`config.mk`:
```
export PLATFORM = sky130hd
export DESIGN_NAME = ar_read_arbiter_flat
export DESIGN_NICKNAME = d
export VERILOG_FILES = /design/src/rtl/axi_pkg.sv /design/src/rtl/ar_read_arbiter_if.sv /design/src/rtl/ar_addr_decoder.sv /design/src/rtl/ar_read_arbiter.sv /design/src/flat_wrapper.sv
export SDC_FILE = /design/constraint.sdc
export NUM_CORES = 1
export LEC_CHECK = 0
export CELL_PAD_IN_SITES_DETAIL_PLACEMENT = 1
export CELL_PAD_IN_SITES_GLOBAL_PLACEMENT = 2
export CORE_MARGIN = 2
export CORE_UTILIZATION = 36
export DETAILED_ROUTE_END_ITERATION = 16
export DONT_BUFFER_PORTS = 1
export PLACE_DENSITY = 0.93
export SETUP_SLACK_MARGIN = 0.2
export SLEW_MARGIN = 10
export SYNTH_ARGS = -nofsm -noshare
export SYNTH_HDL_FRONTEND = slang
export SYNTH_SLANG_ARGS = --single-unit
```
`constraint.sdc`:
```
create_clock -name ACLK -period 2.49 [get_ports ACLK]
set_input_delay 0.249 -clock ACLK [delete_from_list [all_inputs] [get_ports ACLK]]
set_output_delay 0.249 -clock ACLK [all_outputs]
set_load 0.02 [all_outputs]
```
`src/rtl/axi_pkg.sv`:
```
// axi_pkg
// Shared encodings for the 2-master/2-slave AXI interconnect read path.
// The downstream R-data mux decodes current_Rstate and slave with these
// same enums, so the numeric values are part of the interface contract.
//   rstate_e   : R-channel sequencer state reported to the R mux
//   slave_e    : decoded target of the granted read
//   ar_state_e : internal AR arbiter FSM state
//   M0_TAG/M1_TAG : upper nibble of the forwarded ARID, stripped by the R mux
package axi_pkg;

  localparam int ID_W        = 4;
  localparam int BUS_ID_W    = 8;
  // Each slave region is 64 KiB, so only ADDR[31:16] takes part in decode.
  localparam int REGION_BITS = 16;

  localparam logic [3:0] M0_TAG = 4'h1;
  localparam logic [3:0] M1_TAG = 4'h2;

  typedef enum logic [1:0] {
    R_IDLE   = 2'd0,
    M0_RDATA = 2'd1,
    M1_RDATA = 2'd2,
    R_ADDR   = 2'd3
  } rstate_e;

  typedef enum logic [1:0] {
    SLAVE0        = 2'd0,
    SLAVE1        = 2'd1,
    DEFAULT_SLAVE = 2'd2
  } slave_e;

  typedef enum logic [2:0] {
    IDLE,
    M0_ADDR,
    M1_ADDR,
    M0_DATA,
    M1_DATA
  } ar_state_e;

endpackage

```
`src/rtl/ar_read_arbiter_if.sv`:
```
// ar_read_arbiter_if
// AR-channel bundle between the two masters, the two slaves and the read
// arbiter, plus the R-beat handshake seen at the master side of the R mux.
//   M0/M1 side : ARID/ARADDR/ARLEN/ARSIZE/ARBURST/ARVALID in, ARREADY out
//   S0/S1 side : ARID(8b tagged)/ARADDR/ARLEN/ARSIZE/ARBURST/ARVALID out, ARREADY in
//   R side     : RVALID/RREADY/RLAST per master (observed only)
// Modports:
//   slave  : the arbiter, which is the AR target of the masters
//   master : the surrounding environment (masters, slaves, R mux)
interface ar_read_arbiter_if;
  import axi_pkg::*;

  logic [ID_W-1:0]     ARID_M0,    ARID_M1;
  logic [31:0]         ARADDR_M0,  ARADDR_M1;
  logic [3:0]          ARLEN_M0,   ARLEN_M1;
  logic [2:0]          ARSIZE_M0,  ARSIZE_M1;
  logic [1:0]          ARBURST_M0, ARBURST_M1;
  logic                ARVALID_M0, ARVALID_M1;
  logic                ARREADY_M0, ARREADY_M1;

  logic [BUS_ID_W-1:0] ARID_S0,    ARID_S1;
  logic [31:0]         ARADDR_S0,  ARADDR_S1;
  logic [3:0]          ARLEN_S0,   ARLEN_S1;
  logic [2:0]          ARSIZE_S0,  ARSIZE_S1;
  logic [1:0]          ARBURST_S0, ARBURST_S1;
  logic                ARVALID_S0, ARVALID_S1;
  logic                ARREADY_S0, ARREADY_S1;

  logic                RVALID_M0,  RVALID_M1;
  logic                RREADY_M0,  RREADY_M1;
  logic                RLAST_M0,   RLAST_M1;

  modport slave (
    input  ARID_M0, ARID_M1, ARADDR_M0, ARADDR_M1, ARLEN_M0, ARLEN_M1,
           ARSIZE_M0, ARSIZE_M1, ARBURST_M0, ARBURST_M1, ARVALID_M0, ARVALID_M1,
           ARREADY_S0, ARREADY_S1,
           RVALID_M0, RVALID_M1, RREADY_M0, RREADY_M1, RLAST_M0, RLAST_M1,
    output ARREADY_M0, ARREADY_M1,
           ARID_S0, ARID_S1, ARADDR_S0, ARADDR_S1, ARLEN_S0, ARLEN_S1,
           ARSIZE_S0, ARSIZE_S1, ARBURST_S0, ARBURST_S1, ARVALID_S0, ARVALID_S1
  );

  modport master (
    output ARID_M0, ARID_M1, ARADDR_M0, ARADDR_M1, ARLEN_M0, ARLEN_M1,
           ARSIZE_M0, ARSIZE_M1, ARBURST_M0, ARBURST_M1, ARVALID_M0, ARVALID_M1,
           ARREADY_S0, ARREADY_S1,
           RVALID_M0, RVALID_M1, RREADY_M0, RREADY_M1, RLAST_M0, RLAST_M1,
    input  ARREADY_M0, ARREADY_M1,
           ARID_S0, ARID_S1, ARADDR_S0, ARADDR_S1, ARLEN_S0, ARLEN_S1,
           ARSIZE_S0, ARSIZE_S1, ARBURST_S0, ARBURST_S1, ARVALID_S0, ARVALID_S1
  );

endinterface

```
`src/rtl/ar_addr_decoder.sv`:
```
// ar_addr_decoder
// Combinational address-to-slave decode, shared by the AR and AW paths.
//   addr  in  32  request address
//   slave out 2   SLAVE0 / SLAVE1 / DEFAULT_SLAVE
// Parameters S0_BASE/S1_BASE give the 64 KiB region bases.
module ar_addr_decoder
  import axi_pkg::*;
#(
  parameter logic [31:0] S0_BASE = 32'h0000_0000,
  parameter logic [31:0] S1_BASE = 32'h0001_0000
) (
  input  logic [31:0] addr,
  output slave_e      slave
);

  // Anything outside both regions falls to the default slave.
  always_comb begin
    slave = DEFAULT_SLAVE;
    if (addr[31:REGION_BITS] == S0_BASE[31:REGION_BITS])
      slave = SLAVE0;
    else if (addr[31:REGION_BITS] == S1_BASE[31:REGION_BITS])
      slave = SLAVE1;
  end

endmodule

```
`src/rtl/ar_read_arbiter.sv`:
```
// ar_read_arbiter
// Read-address arbiter and read-transaction sequencer. Grants one AR request
// at a time, latches it, forwards it to the decoded slave (or acknowledges it
// locally for the default slave) and then tracks the R data phase until the
// RLAST beat. Only one read is outstanding at a time.
// Ports:
//   ACLK, ARESET    clock, asynchronous active-high reset
//   bus             ar_read_arbiter_if.slave (M0/M1 AR in, S0/S1 AR out, R beats)
//   current_Rstate  R_IDLE / R_ADDR / M0_RDATA / M1_RDATA for the R mux
//   slave           latched decode of the granted read
//   ARID_BUS        latched {tag, ARID}
//   ARLEN_BUS       latched ARLEN
//   ARBURST_BUS     latched ARBURST
// Configuration macro: AXI_RR_ARB_EN
//   defined   : round-robin on ties, pointer moves on every grant
//   undefined : fixed priority, M0 wins ties
module ar_read_arbiter
  import axi_pkg::*;
#(
  parameter logic [31:0] S0_BASE = 32'h0000_0000,
  parameter logic [31:0] S1_BASE = 32'h0001_0000
) (
  input  logic                ACLK,
  input  logic                ARESET,
  ar_read_arbiter_if.slave    bus,
  output rstate_e             current_Rstate,
  output slave_e              slave,
  output logic [BUS_ID_W-1:0] ARID_BUS,
  output logic [3:0]          ARLEN_BUS,
  output logic [1:0]          ARBURST_BUS
);

  ar_state_e           state, state_next;
  logic [BUS_ID_W-1:0] id_bus;
  logic [31:0]         addr_reg;
  logic [3:0]          len_bus;
  logic [2:0]          size_reg;
  logic [1:0]          burst_bus;
  slave_e              slave_reg;

  logic                grant_m1;
  logic                load;
  logic                addr_ack;
  logic [31:0]         sel_addr;
  slave_e              dec_slave;

`ifdef AXI_RR_ARB_EN
  logic                rr_m1_prio;

  // On a tie, the master that was not granted last wins.
  always_comb begin
    grant_m1 = bus.ARVALID_M1 && (!bus.ARVALID_M0 || rr_m1_prio);
  end

  // Pointer hands priority to the other master after every grant.
  always_ff @(posedge ACLK or posedge ARESET) begin
    if (ARESET)
      rr_m1_prio <= 1'b0;
    else if (load)
      rr_m1_prio <= !grant_m1;
  end
`else
  // Fixed priority: M1 only wins when M0 is not requesting.
  always_comb begin
    grant_m1 = bus.ARVALID_M1 && !bus.ARVALID_M0;
  end
`endif

  assign load     = (state == IDLE) && (bus.ARVALID_M0 || bus.ARVALID_M1);
  assign sel_addr = grant_m1 ? bus.ARADDR_M1 : bus.ARADDR_M0;

  ar_addr_decoder #(
    .S0_BASE (S0_BASE),
    .S1_BASE (S1_BASE)
  ) u_decoder (
    .addr  (sel_addr),
    .slave (dec_slave)
  );

  // State register and bus registers; the request is captured in the grant
  // cycle and held unchanged through the address and data phases.
  always_ff @(posedge ACLK or posedge ARESET) begin
    if (ARESET) begin
      state     <= IDLE;
      id_bus    <= '0;
      addr_reg  <= '0;
      len_bus   <= '0;
      size_reg  <= '0;
      burst_bus <= '0;
      slave_reg <= DEFAULT_SLAVE;
    end else begin
      state <= state_next;
      if (load) begin
        id_bus    <= grant_m1 ? {M1_TAG, bus.ARID_M1} : {M0_TAG, bus.ARID_M0};
        addr_reg  <= sel_addr;
        len_bus   <= grant_m1 ? bus.ARLEN_M1   : bus.ARLEN_M0;
        size_reg  <= grant_m1 ? bus.ARSIZE_M1  : bus.ARSIZE_M0;
        burst_bus <= grant_m1 ? bus.ARBURST_M1 : bus.ARBURST_M0;
        slave_reg <= dec_slave;
      end
    end
  end

  // Next state and all channel outputs. In the address phase a real slave
  // sees ARVALID from the registers and its ARREADY is passed straight back
  // to the granted master; the default slave is acknowledged locally.
  always_comb begin
    state_next     = state;
    addr_ack       = 1'b0;
    current_Rstate = R_IDLE;
    bus.ARREADY_M0 = 1'b0;
    bus.ARREADY_M1 = 1'b0;
    bus.ARVALID_S0 = 1'b0;
    bus.ARID_S0    = '0;
    bus.ARADDR_S0  = '0;
    bus.ARLEN_S0   = '0;
    bus.ARSIZE_S0  = '0;
    bus.ARBURST_S0 = '0;
    bus.ARVALID_S1 = 1'b0;
    bus.ARID_S1    = '0;
    bus.ARADDR_S1  = '0;
    bus.ARLEN_S1   = '0;
    bus.ARSIZE_S1  = '0;
    bus.ARBURST_S1 = '0;

    case (state)
      IDLE: begin
        if (load)
          state_next = grant_m1 ? M1_ADDR : M0_ADDR;
      end
      M0_ADDR, M1_ADDR: begin
        current_Rstate = R_ADDR;
        case (slave_reg)
          SLAVE0: begin
            bus.ARVALID_S0 = 1'b1;
            bus.ARID_S0    = id_bus;
            bus.ARADDR_S0  = addr_reg;
            bus.ARLEN_S0   = len_bus;
            bus.ARSIZE_S0  = size_reg;
            bus.ARBURST_S0 = burst_bus;
            addr_ack       = bus.ARREADY_S0;
          end
          SLAVE1: begin
            bus.ARVALID_S1 = 1'b1;
            bus.ARID_S1    = id_bus;
            bus.ARADDR_S1  = addr_reg;
            bus.ARLEN_S1   = len_bus;
            bus.ARSIZE_S1  = size_reg;
            bus.ARBURST_S1 = burst_bus;
            addr_ack       = bus.ARREADY_S1;
          end
          default: addr_ack = 1'b1;
        endcase
        if (state == M0_ADDR)
          bus.ARREADY_M0 = addr_ack;
        else
          bus.ARREADY_M1 = addr_ack;
        if (addr_ack)
          state_next = (state == M0_ADDR) ? M0_DATA : M1_DATA;
      end
      M0_DATA: begin
        current_Rstate = M0_RDATA;
        if (bus.RVALID_M0 && bus.RREADY_M0 && bus.RLAST_M0)
          state_next = IDLE;
      end
      M1_DATA: begin
        current_Rstate = M1_RDATA;
        if (bus.RVALID_M1 && bus.RREADY_M1 && bus.RLAST_M1)
          state_next = IDLE;
      end
      default: state_next = IDLE;
    endcase
  end

  assign slave       = slave_reg;
  assign ARID_BUS    = id_bus;
  assign ARLEN_BUS   = len_bus;
  assign ARBURST_BUS = burst_bus;

endmodule

```
`src/flat_wrapper.sv`:
```
// flat-port wrapper written by rule: the top's interface ports become plain ports
module ar_read_arbiter_flat import axi_pkg::*;
#(
  parameter logic [31:0] S0_BASE = 32'h0000_0000,
  parameter logic [31:0] S1_BASE = 32'h0001_0000
)
  (ACLK, ARESET, current_Rstate, slave, ARID_BUS, ARLEN_BUS, ARBURST_BUS, bus_ARID_M0, bus_ARID_M1, bus_ARADDR_M0, bus_ARADDR_M1, bus_ARLEN_M0, bus_ARLEN_M1, bus_ARSIZE_M0, bus_ARSIZE_M1, bus_ARBURST_M0, bus_ARBURST_M1, bus_ARVALID_M0, bus_ARVALID_M1, bus_ARREADY_S0, bus_ARREADY_S1, bus_RVALID_M0, bus_RVALID_M1, bus_RREADY_M0, bus_RREADY_M1, bus_RLAST_M0, bus_RLAST_M1, bus_ARREADY_M0, bus_ARREADY_M1, bus_ARID_S0, bus_ARID_S1, bus_ARADDR_S0, bus_ARADDR_S1, bus_ARLEN_S0, bus_ARLEN_S1, bus_ARSIZE_S0, bus_ARSIZE_S1, bus_ARBURST_S0, bus_ARBURST_S1, bus_ARVALID_S0, bus_ARVALID_S1);
  ar_read_arbiter_if bus_i ();
  input  logic ACLK;
  input  logic ARESET;
  output rstate_e current_Rstate;
  output slave_e slave;
  output logic [BUS_ID_W-1:0] ARID_BUS;
  output logic [3:0] ARLEN_BUS;
  output logic [1:0] ARBURST_BUS;
  input wire logic [$bits(bus_i.ARID_M0)-1:0] bus_ARID_M0;
  input wire logic [$bits(bus_i.ARID_M1)-1:0] bus_ARID_M1;
  input wire logic [$bits(bus_i.ARADDR_M0)-1:0] bus_ARADDR_M0;
  input wire logic [$bits(bus_i.ARADDR_M1)-1:0] bus_ARADDR_M1;
  input wire logic [$bits(bus_i.ARLEN_M0)-1:0] bus_ARLEN_M0;
  input wire logic [$bits(bus_i.ARLEN_M1)-1:0] bus_ARLEN_M1;
  input wire logic [$bits(bus_i.ARSIZE_M0)-1:0] bus_ARSIZE_M0;
  input wire logic [$bits(bus_i.ARSIZE_M1)-1:0] bus_ARSIZE_M1;
  input wire logic [$bits(bus_i.ARBURST_M0)-1:0] bus_ARBURST_M0;
  input wire logic [$bits(bus_i.ARBURST_M1)-1:0] bus_ARBURST_M1;
  input wire logic [$bits(bus_i.ARVALID_M0)-1:0] bus_ARVALID_M0;
  input wire logic [$bits(bus_i.ARVALID_M1)-1:0] bus_ARVALID_M1;
  input wire logic [$bits(bus_i.ARREADY_S0)-1:0] bus_ARREADY_S0;
  input wire logic [$bits(bus_i.ARREADY_S1)-1:0] bus_ARREADY_S1;
  input wire logic [$bits(bus_i.RVALID_M0)-1:0] bus_RVALID_M0;
  input wire logic [$bits(bus_i.RVALID_M1)-1:0] bus_RVALID_M1;
  input wire logic [$bits(bus_i.RREADY_M0)-1:0] bus_RREADY_M0;
  input wire logic [$bits(bus_i.RREADY_M1)-1:0] bus_RREADY_M1;
  input wire logic [$bits(bus_i.RLAST_M0)-1:0] bus_RLAST_M0;
  input wire logic [$bits(bus_i.RLAST_M1)-1:0] bus_RLAST_M1;
  output wire logic [$bits(bus_i.ARREADY_M0)-1:0] bus_ARREADY_M0;
  output wire logic [$bits(bus_i.ARREADY_M1)-1:0] bus_ARREADY_M1;
  output wire logic [$bits(bus_i.ARID_S0)-1:0] bus_ARID_S0;
  output wire logic [$bits(bus_i.ARID_S1)-1:0] bus_ARID_S1;
  output wire logic [$bits(bus_i.ARADDR_S0)-1:0] bus_ARADDR_S0;
  output wire logic [$bits(bus_i.ARADDR_S1)-1:0] bus_ARADDR_S1;
  output wire logic [$bits(bus_i.ARLEN_S0)-1:0] bus_ARLEN_S0;
  output wire logic [$bits(bus_i.ARLEN_S1)-1:0] bus_ARLEN_S1;
  output wire logic [$bits(bus_i.ARSIZE_S0)-1:0] bus_ARSIZE_S0;
  output wire logic [$bits(bus_i.ARSIZE_S1)-1:0] bus_ARSIZE_S1;
  output wire logic [$bits(bus_i.ARBURST_S0)-1:0] bus_ARBURST_S0;
  output wire logic [$bits(bus_i.ARBURST_S1)-1:0] bus_ARBURST_S1;
  output wire logic [$bits(bus_i.ARVALID_S0)-1:0] bus_ARVALID_S0;
  output wire logic [$bits(bus_i.ARVALID_S1)-1:0] bus_ARVALID_S1;
  assign bus_i.ARID_M0 = bus_ARID_M0;
  assign bus_i.ARID_M1 = bus_ARID_M1;
  assign bus_i.ARADDR_M0 = bus_ARADDR_M0;
  assign bus_i.ARADDR_M1 = bus_ARADDR_M1;
  assign bus_i.ARLEN_M0 = bus_ARLEN_M0;
  assign bus_i.ARLEN_M1 = bus_ARLEN_M1;
  assign bus_i.ARSIZE_M0 = bus_ARSIZE_M0;
  assign bus_i.ARSIZE_M1 = bus_ARSIZE_M1;
  assign bus_i.ARBURST_M0 = bus_ARBURST_M0;
  assign bus_i.ARBURST_M1 = bus_ARBURST_M1;
  assign bus_i.ARVALID_M0 = bus_ARVALID_M0;
  assign bus_i.ARVALID_M1 = bus_ARVALID_M1;
  assign bus_i.ARREADY_S0 = bus_ARREADY_S0;
  assign bus_i.ARREADY_S1 = bus_ARREADY_S1;
  assign bus_i.RVALID_M0 = bus_RVALID_M0;
  assign bus_i.RVALID_M1 = bus_RVALID_M1;
  assign bus_i.RREADY_M0 = bus_RREADY_M0;
  assign bus_i.RREADY_M1 = bus_RREADY_M1;
  assign bus_i.RLAST_M0 = bus_RLAST_M0;
  assign bus_i.RLAST_M1 = bus_RLAST_M1;
  assign bus_ARREADY_M0 = bus_i.ARREADY_M0;
  assign bus_ARREADY_M1 = bus_i.ARREADY_M1;
  assign bus_ARID_S0 = bus_i.ARID_S0;
  assign bus_ARID_S1 = bus_i.ARID_S1;
  assign bus_ARADDR_S0 = bus_i.ARADDR_S0;
  assign bus_ARADDR_S1 = bus_i.ARADDR_S1;
  assign bus_ARLEN_S0 = bus_i.ARLEN_S0;
  assign bus_ARLEN_S1 = bus_i.ARLEN_S1;
  assign bus_ARSIZE_S0 = bus_i.ARSIZE_S0;
  assign bus_ARSIZE_S1 = bus_i.ARSIZE_S1;
  assign bus_ARBURST_S0 = bus_i.ARBURST_S0;
  assign bus_ARBURST_S1 = bus_i.ARBURST_S1;
  assign bus_ARVALID_S0 = bus_i.ARVALID_S0;
  assign bus_ARVALID_S1 = bus_i.ARVALID_S1;
  ar_read_arbiter #(.S0_BASE(S0_BASE), .S1_BASE(S1_BASE)) u_core (.ACLK(ACLK), .ARESET(ARESET), .bus(bus_i), .current_Rstate(current_Rstate), .slave(slave), .ARID_BUS(ARID_BUS), .ARLEN_BUS(ARLEN_BUS), .ARBURST_BUS(ARBURST_BUS));
endmodule
```
==> impl_metrics.json, run 1 <==
{
  "synth.most_common_cell": "and2_1",
  "critPathLaunchType": "flop",
  "fin_util_pct": 39.58,
  "ys_types": 37,
  "grt_overflow_total": 0,
  "required_ns": 2.24,
  "syn_area_per_cell_um2": 9.267,
  "cap_violations": 0,
  "drtPass1Iterations": 4,
  "r2r-start": "u_core.state[0]",
  "status": "finished, final reports clean",
  "drc_errors": 0,
  "synth_edf_count": 0,
  "cts-resized-gates": 19,
  "final-instance-count-excl-fill": 448,
  "finalNetCount": 441,
  "cts_sinks": 52,
  "yosys_most_used_dff": "dfrtp_1",
  "n_antenna_cell": 0,
  "synth_seq_area_share_pct": 39.70,
  "chipHeight_um": 99.46,
  "cts-root-buf": "clkbuf_8",
  "drtIter0Drc": 71,
  "yosysTopAreaCellShare_pct": 38.90,
  "path_class": "reg -> out",
  "cts_max_path_buffers": 2,
  "rsz0062_at_grt": "true",
  "syn_area_um2": 3281,
  "top_level_ports": 222,
  "fin_crit_ns": 2.226,
  "fp.coreArea_um2": 8763,
  "grt_max_degree": 53,
  "finalCritPeriodShare_pct": 89.38,
  "dieArea_um2": 9892,
  "endpoint_kind": "output port",
  "syn_inst": 354,
  "ir_worst_vdd_v": 0.0005739,
  "cts_tree": "yes",
  "p_leak_nw": 1.700,
  "avgViaCountPerCell": 5.676,
  "synthTopCellsByCount": "95 x and2_1, 51 x dfrtp_1, 32 x nand2_1, 31 x o21ai_0, 30 x mux2i_1",
  "pwr_density_cell_nw_per_um2": 1211,
  "yosys_warnings": 0,
  "critical_path.startpoint": "u_core.state[0]",
  "wl_um": 9306,
  "clk_latency_ns": 0.30,
  "place_inst": 440,
  "ys_seq_elements": 52,
  "final_area_um2": 3468,
  "io_buffers": 0,
  "finalSetupTns_ns": 0,
  "async_flop_share_pct": 100.0,
  "p_total_mw": 4.201,
  "syn2layout_area_growth_pct": 5.721,
  "cp.arrival_ns": 1.98,
  "ys_top_cells_by_area": "dfrtp_1 39%, and2_1 18%, mux2i_1 9.2%, o21ai_0 4.7%, a221o_1 4.6%",
  "setup_viol": 0,
  "worst_r2r_endpoint": "u_core.addr_reg[4]",
  "cts_buffers": 5,
  "hold_violations": 0,
  "min_path_type": "in -> async",
  "regArea_um2": 1305,
  "post_cts_buffers": 0,
  "finClkSkew_ns": 0.007970,
  "die-width_um": 99.46,
  "maxSlewViolCount": 0,
  "maxSlewHeadroom_pct": 28.09,
  "ctsHoldBuffers": 0,
  "reg2regPathDepth": 4,
  "postPlaceCellArea_um2": 3273,
  "antenna_found_initial": 0,
  "grt_first_pass_wirelength_um": 13760,
  "grt.total_usage_pct": 17.51,
  "max_clock_freq_ghz": 0.4493,
  "clkTransAtPathRegs_ns": 0.09,
  "start_util_pct": 37.44,
  "routabilityCongestion": 0.7699,
  "worst_pin_slew_ns": 1.075,
  "wl_per_cell_um": 20.77,
  "critPathMaxFanout": 19,
  "ant_nets": 0,
  "largest_reg_flops": 32,
  "drive_gt1_share_pct": 33.82,
  "cts_max_level": 2,
  "placementRows": 34,
  "hpwl_um": 7025,
  "regToRegSetupSlack_ns": 0.57,
  "grt_pass1_vias": 2558,
  "num-fill-cells": 996,
  "synth_top_cell_by_area": "dfrtp_1",
  "multi_input_area_um2": 1863,
  "vias": 2543
}
[cells in the final DEF (no fill, tap or decap), drive strengths merged, types with 3 or more instances in the layout]
master,netlist,layout
a211oi,3,3
nor3,3,3
mux2i,30,30
nor4,6,6
buf,28,8
o21ai,32,32
dfrtp,51,51
conb,1,6
a221o,15,15
nand4,3,3
and2,95,95
nand2,32,32
nor2,12,12
and3,15,15
clkbuf,7,7
inv,3,3
[cells by family after synthesis]
family                    count (synthesis)  share of synthesized area [%]
AOI/OAI and AO/OA                        59                          12.24
buffers and inverters                    38                          7.780
muxes                                    30                          9.153
xor gates and xnor gates                  2                         0.5340
DFF                                      52                          39.70
other                                     1                         0.1143
and+or+nand+nor                         172                          30.47
[how the worst max path moves through the flow]
stage | end | slack, ns | cells after the start
after floorplan | bus_ARADDR_S0[28] | 0.70 | 6
final | bus_ARLEN_S0[3] | 0.26 | 5
after detailed placement | bus_ARLEN_S0[1] | 0.52 | 5
after CTS | bus_ARADDR_S1[27] | 0.21 | 5
after global placement | u_core.addr_reg[4] | 0.57 | 4
after global routing | bus_ARADDR_S0[21] | 0.19 | 5
[metrics by stage]
step | setup WS, ns | hold slack (ns)
finish | 0.2645 | 0.01638
global route | 0.1942 | 0.05306
CTS | 0.2063 | 0.01924
detailed placement | 0.5210 | 0.3598
global placement | 0.5693 | 0.3621
floorplan | 0.7032 | 0.3939
[power breakdown]
part	leakage (nW)	internal (mW)	total, mW	switching, mW
sequential	0.641	1.25	1.78	0.529
clock	0.0422	0.198	0.471	0.273
combinational	1.02	0.678	1.95	1.27
[critical path, cell delays in order (launching register included)]
cell     delay [ns]
dfrtp_2        0.50
xnor2_1        0.16
or3_4          0.37
nor2_4         0.10
buf_4          0.26
and2_1         0.28
[routing by layer]
| metal | vias up | part of all wire [%] | global-route usage (%) |
|---|---|---|---|
| li1 | 1163 | - | - |
| met1 | 1236 | 40 | 21.96 |
| met2 | 135 | 51 | 31.13 |
| met3 | 9 | 7.7 | 3.654 |
| met4 | 0 | 0.83 | 3.688 |
| met5 | - | 0 | 0 |
[cell type report]
class / count / area share [%]
sequential: 52 / 37.63
inverter: 3 / 0.3247
tap: 108 / 3.896
clock inverter: 1 / 0.1443
clock buffer: 7 / 2.201
timing repair buffer: 8 / 2.092
multi-input combinational: 269 / 53.72
(Power assumes the default switching activity.)
==> inputs of run 2 (changes only) <==
--- a/config.mk
+++ b/config.mk
@@ -5,13 +5,14 @@
 export SDC_FILE = /design/constraint.sdc
 export NUM_CORES = 1
 export LEC_CHECK = 0
+export ABC_AREA = 1
 export CELL_PAD_IN_SITES_DETAIL_PLACEMENT = 1
 export CELL_PAD_IN_SITES_GLOBAL_PLACEMENT = 2
 export CORE_MARGIN = 2
-export CORE_UTILIZATION = 36
+export CORE_UTILIZATION = 33
 export DETAILED_ROUTE_END_ITERATION = 16
 export DONT_BUFFER_PORTS = 1
-export PLACE_DENSITY = 0.93
+export PLACE_DENSITY = 0.94
 export SETUP_SLACK_MARGIN = 0.2
 export SLEW_MARGIN = 10
 export SYNTH_ARGS = -nofsm -noshare
==> run 2 against run 1 <==
Sequential cell count unchanged; worst hold slack improved by 0.064 ns; first-iteration DRC count increased by 63%; critical path depth up 3; cell count increased by 36%; non-clock buffer count increased by 7; register-to-register slack gained 0.18 ns; maximum frequency is 3.8% higher; final area grew 11%; synthesized area up 0.69%; clock power is 1% higher; critical path type unchanged; critical endpoint is now bus_ARADDR_S0[11].
==> impl_metrics.json, run 2 <==
{
  "status": "finished, final reports clean",
  "rsz0062_at_grt": "false",
  "n_antenna_cell": 0,
  "finalNetCount": 580,
  "syn_area_um2": 3303,
  "hold_violations": 0,
  "whs_path_depth": 2,
  "cts_buffers": 5,
  "cts_max_level": 2,
  "finClkSkew_ns": 0.005052,
  "ys_top_cells_by_area": "dfrtp_1 39%, nor2_1 16%, nand2_1 12%, inv_1 6.1%, nand3_1 4.2%",
  "synth_seq_area_share_pct": 39.43,
  "placementRows": 36,
  "synth_compound_area_share_pct": 12.61,
  "routabilityCongestion": 0.7735,
  "drc_errors": 0,
  "cts_tree": "yes",
  "async_flop_share_pct": 100.0,
  "ys_seq_elements": 52,
  "clk_latency_ns": 0.31,
  "met3_usage_pct": 5.201,
  "start_util_pct": 33.95,
  "syn2layout_area_growth_pct": 16.70,
  "grt.total_usage_pct": 18.43,
  "chipHeight_um": 104.0,
  "critPathMaxFanout": 24,
  "cts-root-buf": "clkbuf_8",
  "grt_pass1_vias": 3116,
  "wl_per_cell_um": 18.44,
  "avgViaCountPerCell": 5.162,
  "yosys_warnings": 0,
  "io_buffers": 0,
  "fin_crit_ns": 2.144,
  "synth_top_cell_by_area": "dfrtp_1",
  "drtPass1Iterations": 4,
  "pwr_density_cell_nw_per_um2": 1162,
  "yosys_most_used_dff": "dfrtp_1",
  "yosysTopAreaCellShare_pct": 38.64,
  "regToRegSetupSlack_ns": 0.75,
  "synth_xor_area_share_pct": 0,
  "final_cell_mix": "101 x nand2_1, 72 x nor2_1, 52 x inv_1",
  "setup_viol": 0,
  "path_class": "reg -> out",
  "final-instance-count-excl-fill": 611,
  "synth_fa_ha_area_share_pct": 0,
  "top_usage_layer": "met2",
  "gr-usage-met2_pct": 33.13,
  "min_path_type": "in -> reg",
  "antenna_found_initial": 0,
  "syn_inst": 485,
  "syn_area_per_cell_um2": 6.811,
  "drive_gt1_share_pct": 25.31,
  "synth_edf_count": 0,
  "required_ns": 2.24,
  "muxShareOfSynthArea_pct": 0,
  "largest_reg_flops": 32,
  "met1_usage_pct": 21.61,
  "grt_first_pass_wirelength_um": 16240,
  "grt_max_degree": 48,
  "clkTransAtPathRegs_ns": 0.09,
  "finalCritPeriodShare_pct": 86.09,
  "worst_r2r_endpoint": "u_core.state[2]",
  "ys_types": 27,
  "min_from": "bus_ARSIZE_M1[0]",
  "grt_overflow_total": 0,
  "fin_util_pct": 39.62,
  "finalSetupTns_ns": 0,
  "worst_pin_slew_ns": 0.7367,
  "synth_top_family_by_area": "simple AND/OR/NAND/NOR gates",
  "cts_sinks": 52,
  "maxSlewHeadroom_pct": 50.83,
  "wl_um": 11270,
  "place_inst": 599,
  "max_clock_freq_ghz": 0.4665,
  "vias": 3154,
  "synthSimpleGateAreaFrac_pct": 34.02,
  "r2r-start": "u_core.slave[0]",
  "endpoint_kind": "output port",
  "ant_nets": 0,
  "cts_max_path_buffers": 2,
  "fp.coreArea_um2": 9729,
  "ir_worst_vdd_v": 0.0006544,
  "drtIter0Drc": 116,
  "dieArea_um2": 10830,
  "hpwl_um": 7747,
  "cap_violations": 0,
  "synth.most_common_cell": "nor2_1",
  "maxSlewViolCount": 0,
  "final_common_cell": "nand2_1",
  "critPathLaunchType": "flop",
  "reg2regPathDepth": 4,
  "top_level_ports": 222,
  "synthTopCellsByCount": "143 x nor2_1, 103 x nand2_1, 54 x inv_1, 51 x dfrtp_1, 28 x nand3_1",
  "min_to": "u_core.size_reg[0]",
  "die-width_um": 104.0,
  "p_leak_nw": 1.697,
  "cp.arrival_ns": 1.89
}
==> run 2: changes by cell type in the layout (fill, tap and decap cells not counted), sizes merged, moves of 15 or more <==
cell,change
nor2,+135
and2,-95
nand2,+72
inv,+56
mux2i,-30
nand3,+26
a221o,-15
and3,-15
o31ai,+15
==> run 2: cell families (layout without fill, tap and decap cells) <==
group                  Yosys count  in the layout
other                            1              6
AOI/OAI and AO/OA               55             55
DFF                             52             52
buffers and inverters           94             82
and+or+nand+nor                283            283
==> run 2: worst max path at each step <==
stage | end | start | slack [ns]
after floorplan | bus_ARADDR_S0[10] | u_core.slave[0] | 0.58
after global placement | bus_ARADDR_S1[19] | u_core.state[2] | 0.54
after detailed placement | bus_ARADDR_S1[25] | u_core.state[2] | 0.44
after CTS | bus_ARADDR_S1[12] | u_core.state[2] | 0.15
after global routing | bus_ARADDR_S0[11] | u_core.state[2] | 0.20
final | bus_ARADDR_S0[11] | u_core.state[2] | 0.35
==> run 2: per-layer routing <==
metal / share of wire, % / up-vias
met4: 1.6 / 0
li1: - / 1465
met2: 51 / 134
met1: 41 / 1541
met3: 6.1 / 14
met5: 0 / -
==> run 2: worst max-delay path, stage by stage (launching register included) <==
cell and delay (ns):
dfrtp_1 0.41, inv_2 0.11, nand3_1 0.15, nand2_2 0.13
inv_2 0.07, nor2_4 0.18, bufinv_16 0.26, nor2_1 0.12
buf_4 0.16
==> run 2: power breakdown <==
part           internal, mW  switching, mW
sequential             1.26          0.347
clock                 0.192          0.284
combinational         0.639           1.76
==> run 2: layout make-up <==
cell class	instances	area, um^2
fillers	1243	5874
multi-input cells	344	1881
flip-flops and latches	52	1304
inverters	59	252.7
well taps	133	166.4
repair buffers	15	165.2
clock buffers	6	72.57
repair inverters	1	8.758
clock inverters	1	5.005
==> run 2: per-stage QoR <==
| step | total power, mW | cell area [um^2] | worst slack [ns] | hold slack, ns |
|---|---|---|---|---|
| after CTS | 4.134 | 3488 | 0.1510 | 0.07164 |
| final | 4.480 | 3855 | 0.3463 | 0.08043 |
| after global placement | 3.481 | 3353 | 0.5424 | 0.2229 |
| after global routing | 4.835 | 3855 | 0.1981 | 0.07885 |
| after floorplan | 3.230 | 3322 | 0.5768 | 0.3968 |
| after detailed placement | 3.585 | 3353 | 0.4406 | 0.2388 |
==> run 2: timing repair <==
| action | 4_1_cts | 5_1_grt |
|---|---|---|
| setup endpoints to repair | 72 | 81 |
| hold buffers | 1 | 0 |
| setup buffers | 0 | 2 |
| pin swaps | 0 | 1 |
| endpoints found under the hold margin | 24 | 0 |
| cloned | 0 | 2 |
| gates resized for setup | 19 | 90 |
